### config.mk
export PLATFORM = sky130hd
export DESIGN_NAME = ysyx_25070198_mem_arbiter_flat
export DESIGN_NICKNAME = d
export VERILOG_FILES = /design/src/rtl/ysyx_25070198_mem_arbiter_if.sv /design/src/rtl/ysyx_25070198_mem_arbiter.sv /design/src/flat_wrapper.sv
export SDC_FILE = /design/constraint.sdc
export NUM_CORES = 1
export LEC_CHECK = 0
export CORE_MARGIN = 2
export CORE_UTILIZATION = 35
export CTS_CLUSTER_SIZE = 24
export DETAILED_ROUTE_END_ITERATION = 16
export PLACE_DENSITY_LB_ADDON = 0.15
export SYNTH_ARGS = -nofsm -noshare
export SYNTH_HDL_FRONTEND = slang
export SYNTH_SLANG_ARGS = --single-unit
### constraint.sdc
create_clock -name clk -period 7.65 [get_ports clk]
set_input_delay 2.295 -clock clk [delete_from_list [all_inputs] [get_ports clk]]
set_output_delay 2.295 -clock clk [all_outputs]
set_load 0.01 [all_outputs]
### src/rtl/ysyx_25070198_mem_arbiter_if.sv
// Shared memory-port bundle between IFU/LSU requesters, the arbiter and memory.
// The arbiter takes the slave view; the environment driving it takes master.
interface ysyx_25070198_mem_arbiter_if;
   logic        ifu_req_valid;
   logic        ifu_req_ready;
   logic [29:0] ifu_req_addr;
   logic        ifu_rsp_valid;
   logic [31:0] ifu_rsp_data;

   logic        lsu_req_valid;
   logic        lsu_req_ready;
   logic [29:0] lsu_req_addr;
   logic        lsu_req_wen;
   logic [31:0] lsu_req_wdata;
   logic [3:0]  lsu_req_mask;
   logic        lsu_rsp_valid;
   logic [31:0] lsu_rsp_data;

   logic        mem_req_valid;
   logic        mem_req_ready;
   logic [29:0] mem_addr;
   logic        mem_wen;
   logic [31:0] mem_wdata;
   logic [3:0]  mem_mask;
   logic        mem_rsp_valid;
   logic [31:0] mem_rsp_data;

   modport slave (
      input  ifu_req_valid, ifu_req_addr,
      output ifu_req_ready, ifu_rsp_valid, ifu_rsp_data,
      input  lsu_req_valid, lsu_req_addr, lsu_req_wen,
      input  lsu_req_wdata, lsu_req_mask,
      output lsu_req_ready, lsu_rsp_valid, lsu_rsp_data,
      output mem_req_valid, mem_addr, mem_wen, mem_wdata, mem_mask,
      input  mem_req_ready, mem_rsp_valid, mem_rsp_data
   );

   modport master (
      output ifu_req_valid, ifu_req_addr,
      input  ifu_req_ready, ifu_rsp_valid, ifu_rsp_data,
      output lsu_req_valid, lsu_req_addr, lsu_req_wen,
      output lsu_req_wdata, lsu_req_mask,
      input  lsu_req_ready, lsu_rsp_valid, lsu_rsp_data,
      input  mem_req_valid, mem_addr, mem_wen, mem_wdata, mem_mask,
      output mem_req_ready, mem_rsp_valid, mem_rsp_data
   );
endinterface

### src/rtl/ysyx_25070198_mem_arbiter.sv
// IFU/LSU arbiter for the single memory port: one transaction in flight,
// registered request toward memory, response routed back to its owner.
module ysyx_25070198_mem_arbiter #(
   parameter bit PRIO_LSU = 1'b0
) (
   input  logic                              clk,
   input  logic                              rst,
   ysyx_25070198_mem_arbiter_if.slave        bus,
   output logic                              busy
);

   typedef enum logic [1:0] {
      S_IDLE = 2'd0,
      S_REQ  = 2'd1,
      S_WAIT = 2'd2
   } state_t;

   state_t      r_state;
   logic        r_last_lsu;
   logic        r_owner_lsu;
   logic        r_mem_req_valid;
   logic [29:0] r_mem_addr;
   logic        r_mem_wen;
   logic [31:0] r_mem_wdata;
   logic [3:0]  r_mem_mask;
   logic        r_ifu_rsp_valid;
   logic [31:0] r_ifu_rsp_data;
   logic        r_lsu_rsp_valid;
   logic [31:0] r_lsu_rsp_data;

   logic        w_idle;
   logic        w_conflict;
   logic        w_grant_lsu;
   logic        w_grant_ifu;

   assign w_idle     = (r_state == S_IDLE);
   assign w_conflict = bus.ifu_req_valid && bus.lsu_req_valid;

   // On a conflict LSU wins under fixed priority, or when IFU got the last grant.
   assign w_grant_lsu = w_idle && bus.lsu_req_valid &&
                        (!w_conflict || PRIO_LSU || !r_last_lsu);
   assign w_grant_ifu = w_idle && bus.ifu_req_valid && !w_grant_lsu;

   assign bus.ifu_req_ready = w_grant_ifu;
   assign bus.lsu_req_ready = w_grant_lsu;

   assign bus.mem_req_valid = r_mem_req_valid;
   assign bus.mem_addr      = r_mem_addr;
   assign bus.mem_wen       = r_mem_wen;
   assign bus.mem_wdata     = r_mem_wdata;
   assign bus.mem_mask      = r_mem_mask;

   assign bus.ifu_rsp_valid = r_ifu_rsp_valid;
   assign bus.ifu_rsp_data  = r_ifu_rsp_data;
   assign bus.lsu_rsp_valid = r_lsu_rsp_valid;
   assign bus.lsu_rsp_data  = r_lsu_rsp_data;

   assign busy = (r_state != S_IDLE);

   // Transaction FSM: latch the granted request, present it, route the response.
   always_ff @(posedge clk or posedge rst) begin
      if (rst) begin
         r_state         <= S_IDLE;
         r_last_lsu      <= 1'b1;
         r_owner_lsu     <= 1'b0;
         r_mem_req_valid <= 1'b0;
         r_mem_addr      <= '0;
         r_mem_wen       <= 1'b0;
         r_mem_wdata     <= '0;
         r_mem_mask      <= '0;
         r_ifu_rsp_valid <= 1'b0;
         r_ifu_rsp_data  <= '0;
         r_lsu_rsp_valid <= 1'b0;
         r_lsu_rsp_data  <= '0;
      end else begin
         r_ifu_rsp_valid <= 1'b0;
         r_lsu_rsp_valid <= 1'b0;
         case (r_state)
            S_IDLE: begin
               if (w_grant_lsu) begin
                  r_state         <= S_REQ;
                  r_last_lsu      <= 1'b1;
                  r_owner_lsu     <= 1'b1;
                  r_mem_req_valid <= 1'b1;
                  r_mem_addr      <= bus.lsu_req_addr;
                  r_mem_wen       <= bus.lsu_req_wen;
                  r_mem_wdata     <= bus.lsu_req_wdata;
                  r_mem_mask      <= bus.lsu_req_mask;
               end else if (w_grant_ifu) begin
                  r_state         <= S_REQ;
                  r_last_lsu      <= 1'b0;
                  r_owner_lsu     <= 1'b0;
                  r_mem_req_valid <= 1'b1;
                  r_mem_addr      <= bus.ifu_req_addr;
                  r_mem_wen       <= 1'b0;
                  r_mem_wdata     <= '0;
                  r_mem_mask      <= 4'b1111;
               end
            end
            S_REQ: begin
               if (bus.mem_req_ready) begin
                  r_state         <= S_WAIT;
                  r_mem_req_valid <= 1'b0;
               end
            end
            S_WAIT: begin
               if (bus.mem_rsp_valid) begin
                  r_state <= S_IDLE;
                  if (r_owner_lsu) begin
                     r_lsu_rsp_valid <= 1'b1;
                     r_lsu_rsp_data  <= bus.mem_rsp_data;
                  end else begin
                     r_ifu_rsp_valid <= 1'b1;
                     r_ifu_rsp_data  <= bus.mem_rsp_data;
                  end
               end
            end
            default: begin
               r_state <= S_IDLE;
            end
         endcase
      end
   end

endmodule

### src/flat_wrapper.sv
// flat-port wrapper written by rule: the top's interface ports become plain ports
module ysyx_25070198_mem_arbiter_flat 
#(
   parameter bit PRIO_LSU = 1'b0
)
  (clk, rst, busy, bus_ifu_req_valid, bus_ifu_req_addr, bus_ifu_req_ready, bus_ifu_rsp_valid, bus_ifu_rsp_data, bus_lsu_req_valid, bus_lsu_req_addr, bus_lsu_req_wen, bus_lsu_req_wdata, bus_lsu_req_mask, bus_lsu_req_ready, bus_lsu_rsp_valid, bus_lsu_rsp_data, bus_mem_req_valid, bus_mem_addr, bus_mem_wen, bus_mem_wdata, bus_mem_mask, bus_mem_req_ready, bus_mem_rsp_valid, bus_mem_rsp_data);
  ysyx_25070198_mem_arbiter_if bus_i ();
  input  logic clk;
  input  logic rst;
  output logic busy;
  input wire logic [$bits(bus_i.ifu_req_valid)-1:0] bus_ifu_req_valid;
  input wire logic [$bits(bus_i.ifu_req_addr)-1:0] bus_ifu_req_addr;
  output wire logic [$bits(bus_i.ifu_req_ready)-1:0] bus_ifu_req_ready;
  output wire logic [$bits(bus_i.ifu_rsp_valid)-1:0] bus_ifu_rsp_valid;
  output wire logic [$bits(bus_i.ifu_rsp_data)-1:0] bus_ifu_rsp_data;
  input wire logic [$bits(bus_i.lsu_req_valid)-1:0] bus_lsu_req_valid;
  input wire logic [$bits(bus_i.lsu_req_addr)-1:0] bus_lsu_req_addr;
  input wire logic [$bits(bus_i.lsu_req_wen)-1:0] bus_lsu_req_wen;
  input wire logic [$bits(bus_i.lsu_req_wdata)-1:0] bus_lsu_req_wdata;
  input wire logic [$bits(bus_i.lsu_req_mask)-1:0] bus_lsu_req_mask;
  output wire logic [$bits(bus_i.lsu_req_ready)-1:0] bus_lsu_req_ready;
  output wire logic [$bits(bus_i.lsu_rsp_valid)-1:0] bus_lsu_rsp_valid;
  output wire logic [$bits(bus_i.lsu_rsp_data)-1:0] bus_lsu_rsp_data;
  output wire logic [$bits(bus_i.mem_req_valid)-1:0] bus_mem_req_valid;
  output wire logic [$bits(bus_i.mem_addr)-1:0] bus_mem_addr;
  output wire logic [$bits(bus_i.mem_wen)-1:0] bus_mem_wen;
  output wire logic [$bits(bus_i.mem_wdata)-1:0] bus_mem_wdata;
  output wire logic [$bits(bus_i.mem_mask)-1:0] bus_mem_mask;
  input wire logic [$bits(bus_i.mem_req_ready)-1:0] bus_mem_req_ready;
  input wire logic [$bits(bus_i.mem_rsp_valid)-1:0] bus_mem_rsp_valid;
  input wire logic [$bits(bus_i.mem_rsp_data)-1:0] bus_mem_rsp_data;
  assign bus_i.ifu_req_valid = bus_ifu_req_valid;
  assign bus_i.ifu_req_addr = bus_ifu_req_addr;
  assign bus_ifu_req_ready = bus_i.ifu_req_ready;
  assign bus_ifu_rsp_valid = bus_i.ifu_rsp_valid;
  assign bus_ifu_rsp_data = bus_i.ifu_rsp_data;
  assign bus_i.lsu_req_valid = bus_lsu_req_valid;
  assign bus_i.lsu_req_addr = bus_lsu_req_addr;
  assign bus_i.lsu_req_wen = bus_lsu_req_wen;
  assign bus_i.lsu_req_wdata = bus_lsu_req_wdata;
  assign bus_i.lsu_req_mask = bus_lsu_req_mask;
  assign bus_lsu_req_ready = bus_i.lsu_req_ready;
  assign bus_lsu_rsp_valid = bus_i.lsu_rsp_valid;
  assign bus_lsu_rsp_data = bus_i.lsu_rsp_data;
  assign bus_mem_req_valid = bus_i.mem_req_valid;
  assign bus_mem_addr = bus_i.mem_addr;
  assign bus_mem_wen = bus_i.mem_wen;
  assign bus_mem_wdata = bus_i.mem_wdata;
  assign bus_mem_mask = bus_i.mem_mask;
  assign bus_i.mem_req_ready = bus_mem_req_ready;
  assign bus_i.mem_rsp_valid = bus_mem_rsp_valid;
  assign bus_i.mem_rsp_data = bus_mem_rsp_data;
  ysyx_25070198_mem_arbiter #(.PRIO_LSU(PRIO_LSU)) u_core (.clk(clk), .rst(rst), .bus(bus_i), .busy(busy));
endmodule
# After elaboration in Yosys (flattened, before gate mapping)
# Index checks and enable logic that the tools add are counted.
# word_totals
regBits,138
out_inout_bits,137
# op_classes
n_eq_ne,5
muxes,24
bitwise,1
reduce_logical,18
# ops
op,n
32-bit 2-to-1 mux,2
30-bit 2-to-1 mux,2
1-bit 2-to-1 mux,12
3-bit AND reduction,4
2-bit 2-to-1 mux,4
4-bit 2-to-1 mux,2
2-bit case mux with 3 select lines,1
2-bit nonzero test,3
1-bit logical AND,5
2-bit inequality test (second input constant),2
1-bit logical NOT,3
3-bit inequality test (second input constant),1
2-bit by 1-bit equality test with 1-bit output (second input constant),1
2-bit equality test (second input constant),1
2-bit logical NOT,1
1-bit case mux with 2 select lines,1
2-bit AND reduction,1
1-bit logical OR,1
1-bit NOT,1

# Longest topological paths before layout
# logic_depth
ltp_word,9
depth_mapped,6

# Least setup slack after synthesis
# OpenSTA, ideal clock, no wires.
# synth_path
kind,input to output
startpoint,input port bus_ifu_req_valid
endpoint,output port bus_ifu_req_ready
arrival_ps,3055
required_time_ps,5355
setup_slack_ps,2300
stages,4
cell_sequence,clkbuf_1 > clkbuf_1 > o21ai_0 > nor2_1
# synth_between
elab_chain_len,6
# synth_lines
item,line,rtl
from (decl),flat_wrapper.sv:11,input wire logic [$bits(bus_i.ifu_req_valid)-1:0] bus_ifu_req_valid;
1-bit logical AND,ysyx_25070198_mem_arbiter.sv:37,assign w_conflict = bus.ifu_req_valid && bus.lsu_req_valid;
1-bit logical NOT,ysyx_25070198_mem_arbiter.sv:41,(!w_conflict || PRIO_LSU || !r_last_lsu);
1-bit logical OR,ysyx_25070198_mem_arbiter.sv:41,
1-bit logical AND,ysyx_25070198_mem_arbiter.sv:40,assign w_grant_lsu = w_idle && bus.lsu_req_valid &&
1-bit logical NOT,ysyx_25070198_mem_arbiter.sv:42,assign w_grant_ifu = w_idle && bus.ifu_req_valid && !w_grant_lsu;
1-bit logical AND (*),ysyx_25070198_mem_arbiter.sv:42,
to (decl),flat_wrapper.sv:13,output wire logic [$bits(bus_i.ifu_req_ready)-1:0] bus_ifu_req_ready;
# Every way passes the cells marked *; elsewhere a longest branch is shown, timed or not.

# Worst setup path in the final report
# Same ends and word-level chain as after synthesis.

==> results by group <==
Global routing
  – Tot GR Track Use: 19.0%
  – Grt total ovfl: 0
  – First-pass GRT wire length: 24700 um
  – Initial antenna violation count: 0
  – Vias in the first global route: about 4800
  – Largest net degree at the start of global routing: 78

Power
  – Total Power: between 3000 and 4000 uW
  – Sw Ratio: 31.5%
  – Peak VDD IR: ~0.15 mV
  – Sw power: between 1000 and 1500 uW
  – Power share of the sequential group: between 30% and 40%
  – Clock Power Share: 22.4%
  – Cell Int Power: about 2500 uW
  – Gate power share: 42.7%
  – Leakage: just under 0.004 uW
  – P per Cell Area: 409 nW/um2

Die
  – Overall die area: roughly 17000 um2
  – # rows: 46
  – IO Pins: between 200 and 300
  – Die width: 130 um
  – Core ar.: roughly 16000 um2
  – Starting Density: a little over a third
  – Die height: 130 um

Synthesis
  – Total nets after synthesis: ~550
  – Area contributors post-synth: dfrtp_1 (62%), mux2_2 (13%), a22o_1 (5.2%)
  – Post-Syn Area: about 5600 um2
  – Yosys reg bits: approximately 140
  – Synthesized area per cell: 13.3 um2
  – Library cells used by synthesis: 24
  – Cell taking the most area after synthesis: dfrtp_1
  – Gate Count Post-Synth: about 420
  – Synth warnings: 0
  – Top-area cell type share of the netlist area: between 60% and 70%
  – Sequential-to-total area share from yosys stat: between 60% and 70%

Cells and area
  – Ant diodes: 0
  – Share of layout cells above drive strength 1: between 15 and 20%
  – Commonest cells after routing, fill and taps aside: clkdlybuf4s50_1 (271), dfrtp_1 (137), mux2_2 (62)
  – # fillers: about 1300
  – Area grow syn2layout: 63.1%
  – Most common cell after layout, fill and taps aside: clkdlybuf4s50_1
  – Post-layout util: roughly 58%
  – Post-layout nets: roughly 800

Timing
  – TNS Setup: 0 ns
  – Final period utilization: ~81%
  – Slew @ Worst Pin: 0.976 ns
  – Max Slew Vio Count: 0
  – Fmax: ~160 MHz
  – Post-Route Skew: approximately 0.0094 ns
  – Hold Fails Final Rpt: 0
  – Final setup margin: between 1 and 1.5 ns
  – RSZ-0062 raised after global routing: false
  – Final setup fails: 0
  – Slew HR: a little over a third
  – Final hold slack: 0.473 ns
  – Shortest period the worst path allows: around 6.2 ns

Clock network
  – Number of CTS-inserted buffers: 17
  – CTS max path bufs: 2
  – Clock transition at path regs: approximately 0.060 ns
  – Hold Buf Count CTS: 0
  – CTS tree: built
  – Clock net sink count: about 140
  – Root Driver: clkbuf_16
  – H-tree Lvls: 4
  – Worst-Skew Late Latency: around 0.41 ns
  – Setup Fix Bufs, Post-CTS: 0
  – Cts repair resizes: 0

Drt
  – Via density: 4.95
  – # DRC: 0
  – Routed WL: approximately 16000 um
  – DRT Pass-1 Iters: 4
  – Routed length per instance: roughly 18 um
  – DR iter-0 viols: roughly 170
  – DR vias: around 4500
  – Antenna-violating nets left: 0

Worst setup path
  – Endpoint class of the critical path: primary output
  – Crit path required time: 5.36 ns
  – Worst-path fanout max: 13
  – Data arrival time of the critical path: 3.93 ns
  – CP Launch Type: input port
  – Critical path class: input port to primary output

Place
  – Post-detail-place hpwl: between 10000 and 15000 um
  – GP Congestion: between 0.7 and 0.8
  – PortBufs: about 270
  – Post-placement setup slack: between 1 and 1.5 ns

Run status
  – Status: completed

Job
  – Max cap viols: 0

Hold path
  – Hold crit path type: flip-flop to flip-flop
state kept, by name, indices dropped and copies added, names as in the netlist:
| signal | flops |
|---|---|
| u_core.r_owner_lsu | 1 |
| u_core.bus.mem_wen | 1 |
| u_core.r_state | 2 |
| u_core.bus.lsu_rsp_data | 32 |
| u_core.bus.mem_addr | 30 |
| u_core.bus.ifu_rsp_valid | 1 |
| u_core.bus.lsu_rsp_valid | 1 |
| u_core.r_last_lsu | 1 |
| u_core.bus.mem_wdata | 32 |
| u_core.bus.ifu_rsp_data | 32 |
| u_core.bus.mem_mask | 4 |
| u_core.bus.mem_req_valid | 1 |
per-stage QoR:
step                cells  cell area [um2]
global route          911             9060
detailed placement    880             8460
CTS                   911             9060
global placement      880             8460
floorplan             418             5560
finish                911             9060
power groups by stage:
stage	clock, uW	sequential, uW	combinational [uW]
floorplan	0	1420	552
global placement	0	1290	1580
detailed placement	0	1300	1600
CTS	852	1300	1610
global route	887	1340	1700
finish	830	1290	1580
final cells by class:
class / instances / area [um2] / share of cell area, %
sequential: 138 / 3450 / 38.1
timing repair buffer: 281 / 2790 / 30.8
multi-input combinational: 210 / 1810 / 20.0
clock buffer: 20 / 457 / 5.04
tap: 216 / 270 / 2.98
clock inverter: 11 / 145 / 1.60
inverter: 35 / 136 / 1.51
cell families (layout without fill, tap and decap cells):
kind of cell           Yosys count  after routing  share of synthesized area [%]
buffers and inverters           70            347                           5.34
muxes                           64             64                           13.0
DFF                            138            138                           62.2
AOI/OAI and AO/OA              133            133                           18.0
and+or+nand+nor                 13             13                           1.55
Yosys cell counts:
| cell | number |
|---|---|
| buf_2 | 9 |
| inv_2 | 1 |
| nand3b_1 | 1 |
| nor2_1 | 3 |
| dfstp_2 | 1 |
| o211ai_1 | 30 |
| nor2_2 | 1 |
| buf_6 | 3 |
| mux2_2 | 62 |
| nand3_2 | 1 |
| a22o_1 | 33 |
| o2111ai_1 | 30 |
| nor3b_4 | 1 |
| mux2_1 | 2 |
| nand4b_1 | 1 |
| o21ai_0 | 33 |
| nand2b_1 | 2 |
| o21ai_1 | 1 |
| inv_1 | 34 |
| dfrtp_1 | 137 |
| clkbuf_1 | 23 |
| nand2_1 | 3 |
| a21o_1 | 2 |
| o22a_1 | 4 |
per-layer routing:
metal	global-route usage, %	vias up	share of wire [%]
met4	7.08	0	1.6
met1	23.1	2215	41
met3	7.42	19	9.1
met5	0	-	0
met2	30.7	197	48
li1	-	2080	-
critical path, stage by stage:
cell,delay [ns]
clkdlybuf4s50_1,0.78
o21ai_0,0.17
nor2_1,0.12
clkdlybuf4s50_1,0.56
path summary, 6_finish.rpt:
| check | end | slack, ns | depth (start not counted) | start |
|---|---|---|---|---|
| min in group asynchronous | u_core.bus.ifu_rsp_data[23]$_DFFE_PP0P_ | 2.38 | 2 | rst |
| max | bus_ifu_req_ready | 1.42 | 4 | bus_ifu_req_valid |
| min | u_core.bus.mem_req_valid$_DFFE_PP0P_ | 0.47 | 2 | u_core.bus.mem_req_valid$_DFFE_PP0P_ |
| min reg2reg | u_core.bus.mem_req_valid$_DFFE_PP0P_ | 0.47 | 2 | u_core.bus.mem_req_valid$_DFFE_PP0P_ |
| max in group asynchronous | u_core.bus.lsu_rsp_data[29]$_DFFE_PP0P_ | 3.96 | 3 | rst |
| max reg2reg | u_core.bus.lsu_rsp_data[13]$_DFFE_PP0P_ | 5.44 | 3 | u_core.r_state[0]$_DFFE_PP0P_ |
(Power assumes the default switching activity.)
==> variant: new RTL, config.mk and constraints unchanged <==
The 3 states of `state_t` get a one-hot encoding in 3 bits.
--- a/src/rtl/ysyx_25070198_mem_arbiter.sv
+++ b/src/rtl/ysyx_25070198_mem_arbiter.sv
@@ -9,10 +9,10 @@
    output logic                              busy
 );
 
-   typedef enum logic [1:0] {
-      S_IDLE = 2'd0,
-      S_REQ  = 2'd1,
-      S_WAIT = 2'd2
+   typedef enum logic [2:0] {
+      S_IDLE = 3'b001,
+      S_REQ  = 3'b010,
+      S_WAIT = 3'b100
    } state_t;
 
    state_t      r_state;
Function: no difference found for any inputs over 4 cycles, from zero or initial values and one cycle with rst high; so few cycles prove little.
==> variant against the unedited design <==
  * Cell area is 1.2% higher
  * Routed wire length rose by 1.1%
  * Global-route usage up 0.29 points
  * Setup slack worse by 0.20 ns
  * Combinational power down 9%
  * Core utilization increased by 0.28 points
  * First-iteration DRC count up 67%
  * Via count up 1.1%
  * Largest power group unchanged
  * Synthesized area grew 1.9%
  * Critical endpoint unchanged
  * Total power shrank 4.5%
  * Sequential cell count rose by 1
==> variant: results <==
set metrics [dict create \
    worst-endpoint-arrival_ns 4.13 \
    dp.final_hpwl_mm 11.3 \
    place.detailed.instances 883 \
    signal_buffers 278 \
    grt_start_max_net_pins 77 \
    crit_path_max_fanout 31 \
    layout.sequential_cells 139 \
    area_occupied_by_registers_um2 3480 \
    dr.first_iter.drc_count 276 \
    globalplace.congestion 0.773 \
    grtUsageMet3 0.0563 \
    fin_worst_skew_ns 0.00692 \
    relative_area_of_non_clock_buffer_cells_in_the_final_design 0.302 \
    postRouteWirelength_mm 16.2 \
    slew-limit-headroom 0.152 \
    synthTopCellsByArea "sky130_fd_sc_hd__dfrtp_1 61%, sky130_fd_sc_hd__mux2_4 7.7%, sky130_fd_sc_hd__mux2_2 7.0%" \
    reg2reg_from "u_core.r_state[0]$_DFFE_PP1P_" \
    run_status "complete, no violations" \
    route.detailed.vias_per_inst 4.98 \
    setup.reg_to_reg.worst_slack_ns 4.47 \
    clock_cell_area_share 0.0720 \
    clock_power_share 0.257 \
    synthesis.nets 561 \
    seq_area_frac_synth 0.615 \
    leakage_uw 0.00393 \
    n_clock_buffer 22 \
    num-multi-input-gates 246 \
    grt.total_usage 0.193 \
    seq_power_uw 1190 \
    multi_input_area_share 0.215 \
    synth_cells 426 \
    routed-via-count 4559 \
    max_stage_delay_ns 0.64 \
    synth.cells.most_frequent "137 x sky130_fd_sc_hd__dfrtp_1, 35 x sky130_fd_sc_hd__mux2_2, 33 x sky130_fd_sc_hd__a22o_1" \
    path_delay_family "buffers and inverters" \
    final_net_count 821 \
    logic_depth_of_the_worst_register_to_register_path 4 \
    worst_ir_drop_vdd_mv 0.177 \
    power_switching_uw 1100 \
    grtUsageMet1 0.247 \
    first_pass_grt_wire_length_mm 26.2 \
    n_fill_cell 1285 \
    grt_util_met2 0.306 \
    yosysUniqueCellTypes 31 \
    n_all_inverters 4 \
    r2r_end "u_core.bus.mem_addr[7]$_DFFE_PP0P_" \
    hold-path-cell-count 1 \
    grt_pass1_vias 4686 \
]
==> variant: how the worst max path moves through the flow <==
stage	from	endpoint	slack, ns	depth (start not counted)
6_report	bus_ifu_req_valid	bus_ifu_req_ready	1.22	7
2_1_floorplan	rst	u_core.bus.ifu_rsp_data[0]$_DFFE_PP0P_	1.63	1
3_3_place_gp	bus_lsu_req_valid	bus_ifu_req_ready	1.23	7
5_1_grt	bus_ifu_req_valid	bus_ifu_req_ready	1.14	7
3_5_place_dp	bus_ifu_req_valid	bus_ifu_req_ready	1.21	7
4_1_cts	bus_ifu_req_valid	bus_ifu_req_ready	1.21	7
==> variant: worst reg2reg max path, delay by kind of cell, from the launching register on <==
family                 cells  cell delay (ns)
AND/OR/NAND/NOR            2             1.68
flip-flops                 1             0.56
buffers and inverters      1             0.55
AO/OA/AOI/OAI              1             0.21
==> variant: cells by family (layout without fill, tap and decap cells) <==
logic type,Yosys count,after routing,synth area share
simple gates,46,46,0.0444
mux,64,64,0.147
buf+inv,41,314,0.0398
flops,139,139,0.615
compound gates,136,136,0.154
==> variant: per-layer routing <==
| layer | wire length, um | vias up |
|---|---|---|
| met5 | 0 | - |
| met4 | 416 | 0 |
| met3 | 1260 | 28 |
| met2 | 7830 | 208 |
| met1 | 6690 | 2231 |
| li1 | - | 2092 |
==> variant: metrics by stage <==
step / utilization / total power (uW) / cell area (um2) / hold slack [ns] / setup WS [ns]
floorplan: - / 1870 / 5660 / 0.472 / 1.63
global placement: 0.538 / 2620 / 8510 / 0.465 / 1.23
detailed placement: 0.538 / 2650 / 8510 / 0.471 / 1.21
CTS: 0.579 / 3590 / 9170 / 0.487 / 1.21
global route: 0.579 / 3740 / 9170 / 0.503 / 1.14
finish: 0.579 / 3540 / 9170 / 0.482 / 1.22
